$ cat src/rtl/regfile_wb_arbiter_if.sv
// Writeback request/grant bundle between the two writeback sources, decode scoreboard
// updates and the regfile write port.
interface regfile_wb_arbiter_if #(
   parameter int DATA_W = 32,
   parameter int ADDR_W = 5
);
   localparam int NREG = 2**ADDR_W;

   logic              src0_valid;
   logic              src0_ready;
   logic [ADDR_W-1:0] src0_waddr;
   logic [DATA_W-1:0] src0_wdata;
   logic              src1_valid;
   logic              src1_ready;
   logic [ADDR_W-1:0] src1_waddr;
   logic [DATA_W-1:0] src1_wdata;
   logic              sb_set;
   logic [ADDR_W-1:0] sb_addr;
   logic              rf_we;
   logic [ADDR_W-1:0] rf_waddr;
   logic [DATA_W-1:0] rf_wdata;
   logic [NREG-1:0]   busy;

   modport master (
      output src0_valid, src0_waddr, src0_wdata,
      output src1_valid, src1_waddr, src1_wdata,
      output sb_set, sb_addr,
      input  src0_ready, src1_ready,
      input  rf_we, rf_waddr, rf_wdata, busy
   );

   modport slave (
      input  src0_valid, src0_waddr, src0_wdata,
      input  src1_valid, src1_waddr, src1_wdata,
      input  sb_set, sb_addr,
      output src0_ready, src1_ready,
      output rf_we, rf_waddr, rf_wdata, busy
   );
endinterface

$ cat src/rtl/regfile_wb_arbiter.sv
// Two-source writeback arbiter onto the single regfile write port, with a RAW busy scoreboard.
// WB_ARB_STARVE_EN enables the src1 starvation override; otherwise src0 has strict priority.

// One scoreboard bit: set (from decode) beats clear (from a src1 writeback).
module regfile_wb_sb_bit (
   input  logic clk,
   input  logic resetn,
   input  logic set,
   input  logic clr,
   output logic busy
);
   always_ff @(posedge clk or negedge resetn) begin
      if (!resetn)  busy <= 1'b0;
      else if (set) busy <= 1'b1;
      else if (clr) busy <= 1'b0;
   end
endmodule

module regfile_wb_arbiter #(
   parameter int DATA_W     = 32,
   parameter int ADDR_W     = 5,
   parameter int STARVE_MAX = 4
) (
   input  logic                 clk,
   input  logic                 resetn,
   regfile_wb_arbiter_if.slave  bus
);
   localparam int NREG = 2**ADDR_W;

   typedef struct packed {
      logic              we;
      logic              src1;
      logic [ADDR_W-1:0] waddr;
      logic [DATA_W-1:0] wdata;
   } wr_t;

   if (STARVE_MAX < 1) begin : g_bad_param
      $error("STARVE_MAX must be at least 1");
   end

   logic starve;
   logic g0, g1;
   wr_t  wr_q;

`ifdef WB_ARB_STARVE_EN
   localparam int CNT_W = $clog2(STARVE_MAX + 1);
   logic [CNT_W-1:0] starve_cnt;

   assign starve = (starve_cnt == CNT_W'(STARVE_MAX));

   always_ff @(posedge clk or negedge resetn) begin
      if (!resetn)
         starve_cnt <= '0;
      else if (g1)
         starve_cnt <= '0;
      else if (bus.src1_valid && !bus.src1_ready && !starve)
         starve_cnt <= starve_cnt + 1'b1;
   end
`else
   assign starve = 1'b0;
`endif

   // Readies are held low during reset so nothing can be accepted while the port is cleared.
   assign bus.src1_ready = resetn && bus.src1_valid && (!bus.src0_valid || starve);
   assign bus.src0_ready = resetn && !(bus.src1_valid && starve);

   assign g0 = bus.src0_valid && bus.src0_ready;
   assign g1 = bus.src1_valid && bus.src1_ready;

   // r0 writes are accepted but never enable the regfile write.
   always_ff @(posedge clk or negedge resetn) begin
      if (!resetn) begin
         wr_q <= '0;
      end else begin
         wr_q.we <= (g0 && (bus.src0_waddr != '0)) || (g1 && (bus.src1_waddr != '0));
         if (g1) begin
            wr_q.src1  <= 1'b1;
            wr_q.waddr <= bus.src1_waddr;
            wr_q.wdata <= bus.src1_wdata;
         end else if (g0) begin
            wr_q.src1  <= 1'b0;
            wr_q.waddr <= bus.src0_waddr;
            wr_q.wdata <= bus.src0_wdata;
         end
      end
   end

   assign bus.rf_we    = wr_q.we;
   assign bus.rf_waddr = wr_q.waddr;
   assign bus.rf_wdata = wr_q.wdata;

   assign bus.busy[0] = 1'b0;

   for (genvar i = 1; i < NREG; i++) begin : g_sb
      logic set_i, clr_i;
      assign set_i = bus.sb_set && (bus.sb_addr == ADDR_W'(i));
      assign clr_i = wr_q.we && wr_q.src1 && (wr_q.waddr == ADDR_W'(i));

      regfile_wb_sb_bit u_sb (
         .clk    (clk),
         .resetn (resetn),
         .set    (set_i),
         .clr    (clr_i),
         .busy   (bus.busy[i])
      );
   end
endmodule

$ cat src/flat_wrapper.sv
// flat-port wrapper written by rule: the top's interface ports become plain ports
module regfile_wb_arbiter_flat 
#(
   parameter int DATA_W     = 32,
   parameter int ADDR_W     = 5,
   parameter int STARVE_MAX = 4
)
  (clk, resetn, bus_src0_valid, bus_src0_waddr, bus_src0_wdata, bus_src1_valid, bus_src1_waddr, bus_src1_wdata, bus_sb_set, bus_sb_addr, bus_src0_ready, bus_src1_ready, bus_rf_we, bus_rf_waddr, bus_rf_wdata, bus_busy);
  regfile_wb_arbiter_if #(.DATA_W(DATA_W), .ADDR_W(ADDR_W)) bus_i ();
  input  logic clk;
  input  logic resetn;
  input wire logic [$bits(bus_i.src0_valid)-1:0] bus_src0_valid;
  input wire logic [$bits(bus_i.src0_waddr)-1:0] bus_src0_waddr;
  input wire logic [$bits(bus_i.src0_wdata)-1:0] bus_src0_wdata;
  input wire logic [$bits(bus_i.src1_valid)-1:0] bus_src1_valid;
  input wire logic [$bits(bus_i.src1_waddr)-1:0] bus_src1_waddr;
  input wire logic [$bits(bus_i.src1_wdata)-1:0] bus_src1_wdata;
  input wire logic [$bits(bus_i.sb_set)-1:0] bus_sb_set;
  input wire logic [$bits(bus_i.sb_addr)-1:0] bus_sb_addr;
  output wire logic [$bits(bus_i.src0_ready)-1:0] bus_src0_ready;
  output wire logic [$bits(bus_i.src1_ready)-1:0] bus_src1_ready;
  output wire logic [$bits(bus_i.rf_we)-1:0] bus_rf_we;
  output wire logic [$bits(bus_i.rf_waddr)-1:0] bus_rf_waddr;
  output wire logic [$bits(bus_i.rf_wdata)-1:0] bus_rf_wdata;
  output wire logic [$bits(bus_i.busy)-1:0] bus_busy;
  assign bus_i.src0_valid = bus_src0_valid;
  assign bus_i.src0_waddr = bus_src0_waddr;
  assign bus_i.src0_wdata = bus_src0_wdata;
  assign bus_i.src1_valid = bus_src1_valid;
  assign bus_i.src1_waddr = bus_src1_waddr;
  assign bus_i.src1_wdata = bus_src1_wdata;
  assign bus_i.sb_set = bus_sb_set;
  assign bus_i.sb_addr = bus_sb_addr;
  assign bus_src0_ready = bus_i.src0_ready;
  assign bus_src1_ready = bus_i.src1_ready;
  assign bus_rf_we = bus_i.rf_we;
  assign bus_rf_waddr = bus_i.rf_waddr;
  assign bus_rf_wdata = bus_i.rf_wdata;
  assign bus_busy = bus_i.busy;
  regfile_wb_arbiter #(.DATA_W(DATA_W), .ADDR_W(ADDR_W), .STARVE_MAX(STARVE_MAX)) u_core (.clk(clk), .resetn(resetn), .bus(bus_i));
endmodule
$ cat config.mk
export PLATFORM = sky130hd
export DESIGN_NAME = regfile_wb_arbiter_flat
export DESIGN_NICKNAME = d
export VERILOG_FILES = /design/src/rtl/regfile_wb_arbiter_if.sv /design/src/rtl/regfile_wb_arbiter.sv /design/src/flat_wrapper.sv
export SDC_FILE = /design/constraint.sdc
export NUM_CORES = 1
export LEC_CHECK = 0
export ABC_AREA = 1
export CAP_MARGIN = 20
export CORE_ASPECT_RATIO = 1.4
export CORE_MARGIN = 2
export CORE_UTILIZATION = 41
export CTS_CLUSTER_DIAMETER = 30
export DETAILED_ROUTE_END_ITERATION = 7
export PLACE_DENSITY = 0.87
export SLEW_MARGIN = 20
export SYNTH_ARGS = -nofsm -noshare
export SYNTH_HDL_FRONTEND = slang
export SYNTH_SLANG_ARGS = --single-unit
$ cat constraint.sdc
create_clock -name clk -period 1.2 [get_ports clk]
set_input_delay 0.24 -clock clk [delete_from_list [all_inputs] [get_ports clk]]
set_output_delay 0.24 -clock clk [all_outputs]
set_load 0.005 [all_outputs]
Yosys cells after proc, flatten, opt, wreduce, memory -nomap -nowiden --
Cells that the tools add are included.
Operators by class: eq/ne operators 62, reductions and logical operators 105, multiplexer cells 64
Operators by type and width (number):
- $eq 5x5->1 const B | 32
- $eq 5x4->1 const B | 16
- $mux 38 | 2
- $logic_and 1x1->1 | 69
- $reduce_bool 2->1 | 32
- $mux 1 | 62
- $eq 5x3->1 const B | 8
- $eq 5x2->1 const B | 4
- $eq 5x1->1 const B | 2
- $reduce_bool 5->1 | 2
- $logic_not 1->1 | 1
- $logic_or 1x1->1 | 1
Storage, ports and cells: input bits 84, register bits 70, logic and storage cells 266, output and inout bits 72

Longest topological paths before layout --
Gate-level depths: netlist of run 1.
depth in word-level cells 5, mapped depth 6, mapped depth without buffers 6

Hierarchy --
A second synthesis of run 1 with hierarchy kept.
Second synthesis, totals: cell total of the unflattened synthesis 547, area total of the unflattened synthesis 3846.2 um^2
By module, submodules not included:
- regfile_wb_arbiter | cells an instance 392, seq. area each 975.9 um^2, instances 1, area an instance 2605.0 um^2
- regfile_wb_sb_bit | cells an instance 5, seq. area each 25.0 um^2, instances 31, area an instance 40.0 um^2

Least setup slack after synthesis of run 1 --
No wires, ideal clock.
kind flip-flop to flip-flop, from reg u_core.wr_q, in the netlist u_core.bus.rf_waddr[4], to reg u_core.g_sb[18].u_sb.busy, period minus slack after synthesis 1.147 ns, path slack 0.053 ns, cell stages (with the launch flop) 7, data required time 1.084 ns, data arrival time 1.031 ns, buffers on the path 1, library setup time 0.116 ns, path through dfrtp_1 -> inv_1 -> nor2_1 -> buf_4 -> nand3_1 -> nand2_1 -> nand2_1
On the way: word-level cells in the longest chain between the ends 3
Ends and longest elaborated chain:
- start: declaration | RTL line regfile_wb_arbiter.sv:43 | wr_t wr_q;
- $eq 5x5->1 | RTL line regfile_wb_arbiter.sv:97 | assign clr_i = wr_q.we && wr_q.src1 && (wr_q.waddr == ADDR_W'(i));
- $logic_and 1x1->1 | RTL line regfile_wb_arbiter.sv:97
- $reduce_bool 2->1 (no source line)
- end signal: assignment | RTL line regfile_wb_arbiter.sv:13 | if (!resetn) busy <= 1'b0;
- end signal: assignment | RTL line regfile_wb_arbiter.sv:14 | else if (set) busy <= 1'b1;
- end signal: assignment | RTL line regfile_wb_arbiter.sv:15 | else if (clr) busy <= 1'b0;
- end: declaration | RTL line regfile_wb_arbiter.sv:10 | output logic busy
No other way between the ends. A chain may end at the register's enable or synchronous reset.

Worst setup path after layout of run 1 --
from reg u_core.wr_q, in the netlist u_core.bus.rf_waddr[0], to out bus_rf_waddr[0]
RTL lines:
- end: declaration | RTL line flat_wrapper.sv:23 | output wire logic [$bits(bus_i.rf_waddr)-1:0] bus_rf_waddr;
No word-level cell between the ends.

==> results of run 1 <==
-- flip-flops by register name (all words and copies together) (netlist names) --
register               flops
u_core.bus.rf_wdata       32
u_core.bus.rf_waddr        5
u_core.bus.rf_we           1
u_core.g_sb.u_sb.busy     31
u_core.wr_q                1
-- final timing paths --
path                                          from                        end  depth (start not counted)
max                         u_core.bus.rf_waddr[0]            bus_rf_waddr[0]                          2
min                                         resetn  u_core.g_sb[19].u_sb.busy                          3
max reg2reg                 u_core.bus.rf_waddr[3]  u_core.g_sb[18].u_sb.busy                          6
min reg2reg                u_core.bus.rf_wdata[31]    u_core.bus.rf_wdata[31]                          2
max in group asynchronous                   resetn    u_core.bus.rf_wdata[15]                          3
min in group clk                            resetn     u_core.bus.rf_waddr[1]                          5
-- worst register-to-register path, delay by kind of cell, from the launching register on --
| family | cells | cell delay, ns |
|---|---|---|
| and+or+nand+nor | 4 | 0.38 |
| DFF | 1 | 0.40 |
| buffers and inverters | 2 | 0.28 |
-- stage by stage --
step | util | cell area [µm²] | hold WS [ns] | TNS (ns) | setup WS, ns
2_1_floorplan | - | 4220 | -0.0556 | 0 | 0.0525
3_3_place_gp | 0.558 | 5560 | 0.308 | -17.53 | -0.515
3_5_place_dp | 0.558 | 5560 | 0.305 | -19.21 | -0.522
4_1_cts | 0.607 | 6050 | 0.0932 | -0.0269 | -0.0120
5_1_grt | 0.615 | 6120 | 0.135 | -0.229 | -0.0255
6_report | 0.615 | 6120 | 0.0844 | -0.00765 | -0.00765
-- area by class of cell --
cell class / instances / area [µm²]
tap: 135 / 169
clock buffer: 11 / 253
fill: 854 / 3830
inverter: 54 / 203
multi-input combinational: 372 / 1670
sequential: 70 / 1750
clock inverter: 2 / 10.0
timing repair buffer: 220 / 2060
-- layer usage --
| metal | wire, µm | track usage | vias up |
|---|---|---|---|
| met5 | 0 | 0 | - |
| met4 | 394 | 0.124 | 0 |
| met3 | 891 | 0.0490 | 35 |
| met2 | 6070 | 0.380 | 192 |
| met1 | 4230 | 0.229 | 1800 |
| li1 | - | - | 1969 |
-- power groups by stage --
stage,clock network [mW],logic (mW),registers (mW)
floorplan,0,1.35,3.01
global placement,0,2.18,3.09
detailed placement,0,2.24,3.10
CTS,2.43,2.33,3.04
global route,2.54,2.63,3.09
finish,2.39,2.39,3.05
-- what timing repair did --
action	CTS	global route
hold buffers	2	0
pin swaps	1	14
setup buffers	26	3
setup endpoints to repair	107	44
endpoints found under the hold margin	39	0
resized for setup	162	48
cloned	0	2
-- cells by family (layout without fill, tap and decap cells) --
logic type	count (synthesis)	after routing	synth area share
other	1	1	0.000889
DFF	70	70	0.415
buffers and inverters	141	287	0.209
and+or+nand+nor	365	365	0.368
AOI/OAI and AO/OA	6	6	0.00711
-- cell usage after synthesis, drive strengths merged --
library cell  count  share of area
nand2           240           0.21
buf              83           0.16
dfrtp            70           0.42
inv              54          0.048
nand3            51          0.065
nor2             39          0.036
or2              33          0.049
clkbuf            4         0.0044
o21ai             4         0.0047
a21oi             2         0.0024
nand4             2         0.0030
conb              1        0.00089
==> metrics.cfg, run 1 <==
[synthesis]
synthesis.yosys.warnings = 0
synth.net_count = 667
mappedNetlistArea_um2 = 4220
seq_area_frac_synth = 0.415
synth_cells = 583
synth-seq-cells = 70
yosysUniqueCellTypes = 23
syn-mean-instance-area_um2 = 7.24

[floorplanning]
initial_core_util = 0.424
die_width_um = 89.7
floorplan.io_pins = 156
core_area_um2 = 9950
die_h_um = 124
core.rowCount = 43
die_area_um2 = 11100

[global_route]
gr-total-overflow = 0
vias_in_the_first_global_route = 3984
antenna_found_initial = 0
grt_pass1_wl_um = 18700
grtUsageTotal = 0.211
grt_start_max_net_pins = 36

[place]
placedCellCount = 819
detailed_place_hpwl_um = 8630
place.port_buffers = 154
gpl.final_weighted_congestion = 0.919

[timing]
finalWorstSetupSlack_ns = -0.00765
fmax_mhz = 828
timing.final.crit_period_ns = 1.21
rsz_0062_raised_after_global_routing = yes
setup_failing_eps_final = 1
finalClockSkew_ns = 0.00459
finalHoldViolations = 0
slew_violations = 0
finalCritPeriodShare = 1.01

[clocking]
cts_htree_levels = 3
cts_buffers = 9
insertion_delay_ns = 0.33
clockRootBuffer = clkbuf_16
clkSlewWorstSetupHoldPaths_ns = 0.05
tritoncts = built
tritoncts_num_sinks = 70
cts-root-to-sink-buffers = 2

[route]
ant_nets = 0
detail_route.first_pass.iterations = 5
post_drt_via_cell_ratio = 4.63
finalWirelength_um = 11600
1st_iter_drt_viols = 146
post-route-drc-count = 0
vias = 3996
routedWlPerCell_um = 13.4

[setup_path]
crit_path_max_incr_delay_ns = 0.41
cp_cell_sequence = buf_6 > buf_6
criticalPathCategory = reg -> out
worstPathRequired_ns = 0.96
cp_max_fo = 2
crit_path_frequent_cell = buf_6
cp-start-kind = flip-flop
cpLargestDelayFamily = flip-flops
arrival_ns = 0.97
number_of_buffers_and_inverters_on_the_critical_path = 2
endpoint_kind = output pin
ff_to_ff_setup_slack_ns = 0.04
timing.critical_path.slowest_stage_cell = dfrtp_2

[power_and_ir_drop]
pwr-share-clk = 0.306
irDropWorstVdd_mv = 0.857
internal_power_mw = 5.61
total_switching_power_mw = 2.21
p_leak_nw = 2.96
combPwrFrac = 0.305
switching_share = 0.283
power.total_mw = 7.83
powerDensity_nw_per_um2 = 1280
power_frac_seq = 0.389

[worst_hold_path]
hold_path_class = in -> async

[outcome]
violations = setup timing
run_status = finished with violations

[job]
max_cap_viols = 0

[layout]
non_filler_instance_count_after_layout = 864
final_nets = 811
layout-drive-gt1-share = 0.176
area_delta_synth_final_pct = 45.0
layout.cells.most_common = nand2_1
num_antenna_cells = 0
commonest_cells_after_routing_fill_and_taps_aside = 235 x nand2_1, 80 x clkdlybuf4s50_1, 68 x dfrtp_1, 54 x clkdlybuf4s15_1

Note: power is estimated with default switching activity, not from simulation.
==> run 2: changes to the inputs <==
--- a/config.mk
+++ b/config.mk
@@ -9,10 +9,10 @@
 export CAP_MARGIN = 20
 export CORE_ASPECT_RATIO = 1.4
 export CORE_MARGIN = 2
-export CORE_UTILIZATION = 41
+export CORE_UTILIZATION = 45
 export CTS_CLUSTER_DIAMETER = 30
 export DETAILED_ROUTE_END_ITERATION = 7
-export PLACE_DENSITY = 0.87
+export PLACE_DENSITY = 0.9
 export SLEW_MARGIN = 20
 export SYNTH_ARGS = -nofsm -noshare
 export SYNTH_HDL_FRONTEND = slang
==> constraint.sdc (replaced) <==
create_clock -name clk -period 1.34 [get_ports clk]
set_input_delay 0.268 -clock clk [delete_from_list [all_inputs] [get_ports clk]]
set_output_delay 0.268 -clock clk [all_outputs]
set_load 0.005 [all_outputs]
==> metrics.cfg, run 2 (synthesized netlist as in run 1, its figures left out) <==
[layout]
finalCoreUtilization = 0.636
fillers = 803
largest_register_ffs = 32
commonest_cells_after_routing_fill_and_taps_aside = 237 x nand2_1, 81 x clkdlybuf4s50_1, 69 x dlygate4sd2_1, 66 x dfrtp_1, 52 x inv_1
area_delta_synth_final_pct = 36.9
final_nets = 777
layout-drive-gt1-share = 0.102
non_filler_instance_count_after_layout = 807
layout.cells.most_common = nand2_1

[route]
finalWirelength_um = 11100
ant_nets = 0
post-route-drc-count = 12
1st_iter_drt_viols = 203
vias = 3941
post_drt_via_cell_ratio = 4.88
detail_route.first_pass.iterations = 8
routedWlPerCell_um = 13.8

[timing]
finalCritPeriodShare = 0.955
rsz_0062_raised_after_global_routing = no
timing.final.crit_period_ns = 1.28
relSlewSlack = 0.631
fmax_mhz = 781
finalHoldViolations = 0
slew_violations = 0
finalClockSkew_ns = 0.00837
hold-worst-slack_ns = 0.104
setup_failing_eps_final = 0
tightestPinTransition_ns = 0.553

[global_route]
grt_pass1_wl_um = 18500
grtUsageTotal = 0.232
antenna_found_initial = 2
gr-total-overflow = 0
grt_start_max_net_pins = 44
vias_in_the_first_global_route = 3991

[job]
max_cap_viols = 0

[setup_path]
cp_cell_sequence = buf_4 > buf_4 > clkdlybuf4s50_1
timing.critical_path.slowest_stage_cell = clkdlybuf4s50_1
cp_max_fo = 5
crit_path_max_incr_delay_ns = 0.51
worstPathRequired_ns = 1.07
endpoint_kind = output pin
crit_path_frequent_cell = buf_4
cp-start-kind = input pin
crit-reg2reg-capture = u_core.g_sb[16].u_sb.busy
worstReg2RegStart = u_core.bus.rf_waddr[3]
worstRegToRegCells = 5
setup.worst_path.start = resetn
criticalPathCategory = in -> out
arrival_ns = 1.01
ff_to_ff_setup_slack_ns = 0.10

[clocking]
cts_buffers = 9
clockRootBuffer = clkbuf_16
cts_htree_levels = 3
insertion_delay_ns = 0.33
cts_hold_buf = 0
tritoncts_num_sinks = 70
cts-root-to-sink-buffers = 2
clkSlewWorstSetupHoldPaths_ns = 0.06
tritoncts = built

[floorplanning]
die_h_um = 119
die_width_um = 85.8
die_area_um2 = 10200
initial_core_util = 0.465
floorplan.io_pins = 156
core_area_um2 = 9080
core.rowCount = 41

[power_and_ir_drop]
power.total_mw = 7.22
p_leak_nw = 2.82
irDropWorstVdd_mv = 0.664
powerDensity_nw_per_um2 = 1250

[place]
gpl.final_weighted_congestion = 0.913
placedCellCount = 778
detailed_place_hpwl_um = 8390
place.port_buffers = 154

[outcome]
run_status = finished with violations
violations = DRC

[worst_hold_path]
hold_path_class = in -> async

run 2: changes by cell type in the layout (fill, tap and decap cells not counted), moves of 6 or more:
cell,change
dlygate4sd2_1,+66
clkdlybuf4s15_1,-54
buf_4,-21
buf_6,-12
clkbuf_2,-10
nor2_1,+8
nor2_4,-6
run 2: power by group:
part / switching [mW] / internal (mW) / leakage, nW
combinational: 0.826 / 0.948 / 1.90
sequential: 0.213 / 2.50 / 0.745
clock: 0.876 / 1.86 / 0.172
run 2: repair_timing:
action	in CTS	in global routing
setup endpoints to repair	103	47
resized for setup	75	8
endpoints found under the hold margin	0	0
setup buffers	11	0
run 2: how the worst max path moves through the flow:
stage                                endpoint  slack [ns]
global route         u_core.g_sb[2].u_sb.busy       0.001
CTS                            bus_src1_ready       -0.16
global placement               bus_src1_ready       -0.46
floorplan           u_core.g_sb[18].u_sb.busy        0.19
finish                         bus_src0_ready        0.06
detailed placement             bus_src1_ready       -0.46
run 2: layout make-up:
class	instances	area, µm²	area share
Multi-Input combinational cell	372	1600	0.277
Sequential cell	70	1760	0.304
Inverter	54	203	0.0351
Clock inverter	6	109	0.0188
Tap cell	107	134	0.0232
Antenna cell	2	5.00	0.000866
Clock buffer	10	239	0.0414
Timing Repair Buffer	186	1730	0.300
run 2: per-layer routing:
layer,global-route usage,share of wire
met5,0,0
met4,0.0933,0.032
met3,0.0768,0.097
met2,0.409,0.52
met1,0.252,0.35
run 2: worst max-delay path, delay by kind of cell:
| kind | cells | cell delay (ns) |
|---|---|---|
| buf+inv | 3 | 0.74 |
run 2: per-stage QoR:
step	TNS, ns	cell area (µm²)	worst slack (ns)
3_3_place_gp	-14.18	5410	-0.459
4_1_cts	-0.267	5760	-0.164
6_report	0	5780	0.0600
3_5_place_dp	-14.59	5410	-0.463
2_1_floorplan	0	4220	0.193
5_1_grt	0	5780	0.00139
==> run 3: changes to the inputs <==
==> constraint.sdc (replaced) <==
create_clock -name clk -period 1.2 [get_ports clk]
set_input_delay 0.24 -clock clk [delete_from_list [all_inputs] [get_ports clk]]
set_output_delay 0.24 -clock clk [all_outputs]
set_load 0.005 [all_outputs]
==> metrics.cfg, run 3 (synthesized netlist as in run 1, its figures left out) <==
[layout]
commonest_cells_after_routing_fill_and_taps_aside = 229 x nand2_1, 80 x clkdlybuf4s50_1, 70 x dfrtp_1, 48 x inv_1, 47 x clkdlybuf4s15_1
non_filler_instance_count_after_layout = 836
num_antenna_cells = 0
largest_register_ffs = 32
finalCoreUtilization = 0.679
layout.cells.most_common = nand2_1
final_nets = 808
area_delta_synth_final_pct = 46.0
layout-drive-gt1-share = 0.206

[place]
worst_case_setup_slack_after_placement_ns = -0.564
placedCellCount = 785
gpl.final_weighted_congestion = 0.904
place.port_buffers = 154
detailed_place_hpwl_um = 8370

[worst_hold_path]
hold_path_class = in -> async

[global_route]
grtUsageTotal = 0.239
vias_in_the_first_global_route = 4097
antenna_found_initial = 0
grt_pass1_wl_um = 19000
gr-total-overflow = 0
grt_start_max_net_pins = 41

[route]
post_drt_via_cell_ratio = 5.09
ant_nets = 0
routedWlPerCell_um = 15.6
post-route-drc-count = 12
vias = 4252
finalWirelength_um = 13000
1st_iter_drt_viols = 333
detail_route.first_pass.iterations = 8

[floorplanning]
core_area_um2 = 9080
initial_core_util = 0.465
core.rowCount = 41
die_width_um = 85.8
floorplan.io_pins = 156
die_h_um = 119
die_area_um2 = 10200

[timing]
finalClockSkew_ns = 0.00696
finalCritPeriodShare = 1.04
slew_violations = 0
relSlewSlack = 0.665
tightestPinTransition_ns = 0.503
setup_failing_eps_final = 14
hold-worst-slack_ns = 0.00608
timing.final.crit_period_ns = 1.25
fmax_mhz = 802
finalHoldViolations = 0
finalWorstSetupSlack_ns = -0.0475
rsz_0062_raised_after_global_routing = yes

[setup_path]
criticalPathCategory = reg -> reg
cp-start-kind = flip-flop
arrival_ns = 1.47
endpoint_kind = flip-flop
worstPathRequired_ns = 1.42
cp_max_fo = 5

[clocking]
cts-root-to-sink-buffers = 2
cts_htree_levels = 3
cts_buffers = 9
clockRootBuffer = clkbuf_16
insertion_delay_ns = 0.33
tritoncts_num_sinks = 70
tritoncts = built
cts_hold_buf = 0
clkSlewWorstSetupHoldPaths_ns = 0.06

[power_and_ir_drop]
power.total_mw = 8.32
power_frac_seq = 0.367
p_leak_nw = 2.96
internal_power_mw = 5.91
switching_share = 0.290
total_switching_power_mw = 2.41
combPwrFrac = 0.308
pwr-share-clk = 0.325
powerDensity_nw_per_um2 = 1350
irDropWorstVdd_mv = 0.801

[outcome]
run_status = finished with violations
violations = DRC, setup timing

[job]
max_cap_viols = 0

==> run 3: changes by cell type in the layout (fill, tap and decap cells not counted), moves of 9 or more <==
cell             change
nand3_1              -9
clkdlybuf4s15_1     +47
clkbuf_2            +19
buf_6               +17
nand3_2              +9
nor2_4              +13
buf_4               +14
dlygate4sd2_1       -66
nor2_1              -11
==> run 3: stage by stage <==
| step | instance area [µm²] | setup TNS, ns |
|---|---|---|
| finish | 6160 | -0.296 |
| global route | 6160 | -0.939 |
| CTS | 6010 | -0.161 |
| detailed placement | 5460 | -22.91 |
| global placement | 5460 | -20.24 |
| floorplan | 4220 | 0 |
==> run 3: power by group through the flow <==
stage / combinational, mW / clock, mW / sequential (mW)
after global routing: 2.78 / 2.87 / 3.09
final: 2.56 / 2.71 / 3.05
after CTS: 2.35 / 2.73 / 3.03
after floorplan: 1.35 / 0 / 3.01
after detailed placement: 2.19 / 0 / 3.09
after global placement: 2.12 / 0 / 3.07
==> run 3: worst max-delay path: stages (launching register included) <==
cell     delay [ns]
dfrtp_1        0.41
buf_6          0.14
buf_4          0.15
nor2_4         0.19
nand3_2        0.11
nand2_2        0.07
nand2_1        0.06
==> run 3: worst paths after layout <==
| path | endpoint | from | cells past startpoint | slack (ns) |
|---|---|---|---|---|
| worst max-delay path | u_core.g_sb[17].u_sb.busy | u_core.bus.rf_waddr[2] | 6 | -0.05 |
| worst min-delay path | u_core.g_sb[4].u_sb.busy | resetn | 2 | 0.006 |
| worst max register to register | u_core.g_sb[17].u_sb.busy | u_core.bus.rf_waddr[2] | 6 | -0.05 |
| worst min register to register | u_core.g_sb[24].u_sb.busy | u_core.g_sb[24].u_sb.busy | 2 | 0.47 |
| max in group asynchronous | u_core.bus.rf_wdata[31] | resetn | 3 | 0.81 |
| min in group clk | u_core.bus.rf_waddr[1] | resetn | 4 | 0.38 |
==> run 3: area by class of cell <==
type / instances / area [µm²]
Inverter: 54 / 205
Tap cell: 107 / 134
Timing Repair Buffer: 217 / 2000
Sequential cell: 70 / 1750
Multi-Input combinational cell: 372 / 1770
Clock buffer: 13 / 260
Clock inverter: 3 / 42.5
Fill cell: 692 / 2920
==> run 3: per-layer routing <==
| layer | global-route usage | up-vias | share of wire |
|---|---|---|---|
| met2 | 0.425 | 277 | 0.52 |
| met1 | 0.258 | 1947 | 0.34 |
| met4 | 0.101 | 0 | 0.046 |
| met5 | 0 | - | 0 |
| met3 | 0.0719 | 60 | 0.099 |
| li1 | - | 1968 | - |
==> run 3: what timing repair did <==
item | 4_1_cts | 5_1_grt
pin swaps | 4 | 27
resized for setup | 157 | 85
endpoints found under the setup margin | 115 | 63
endpoints found under the hold margin | 0 | 0
setup buffers | 28 | 5
gates cloned | 0 | 2
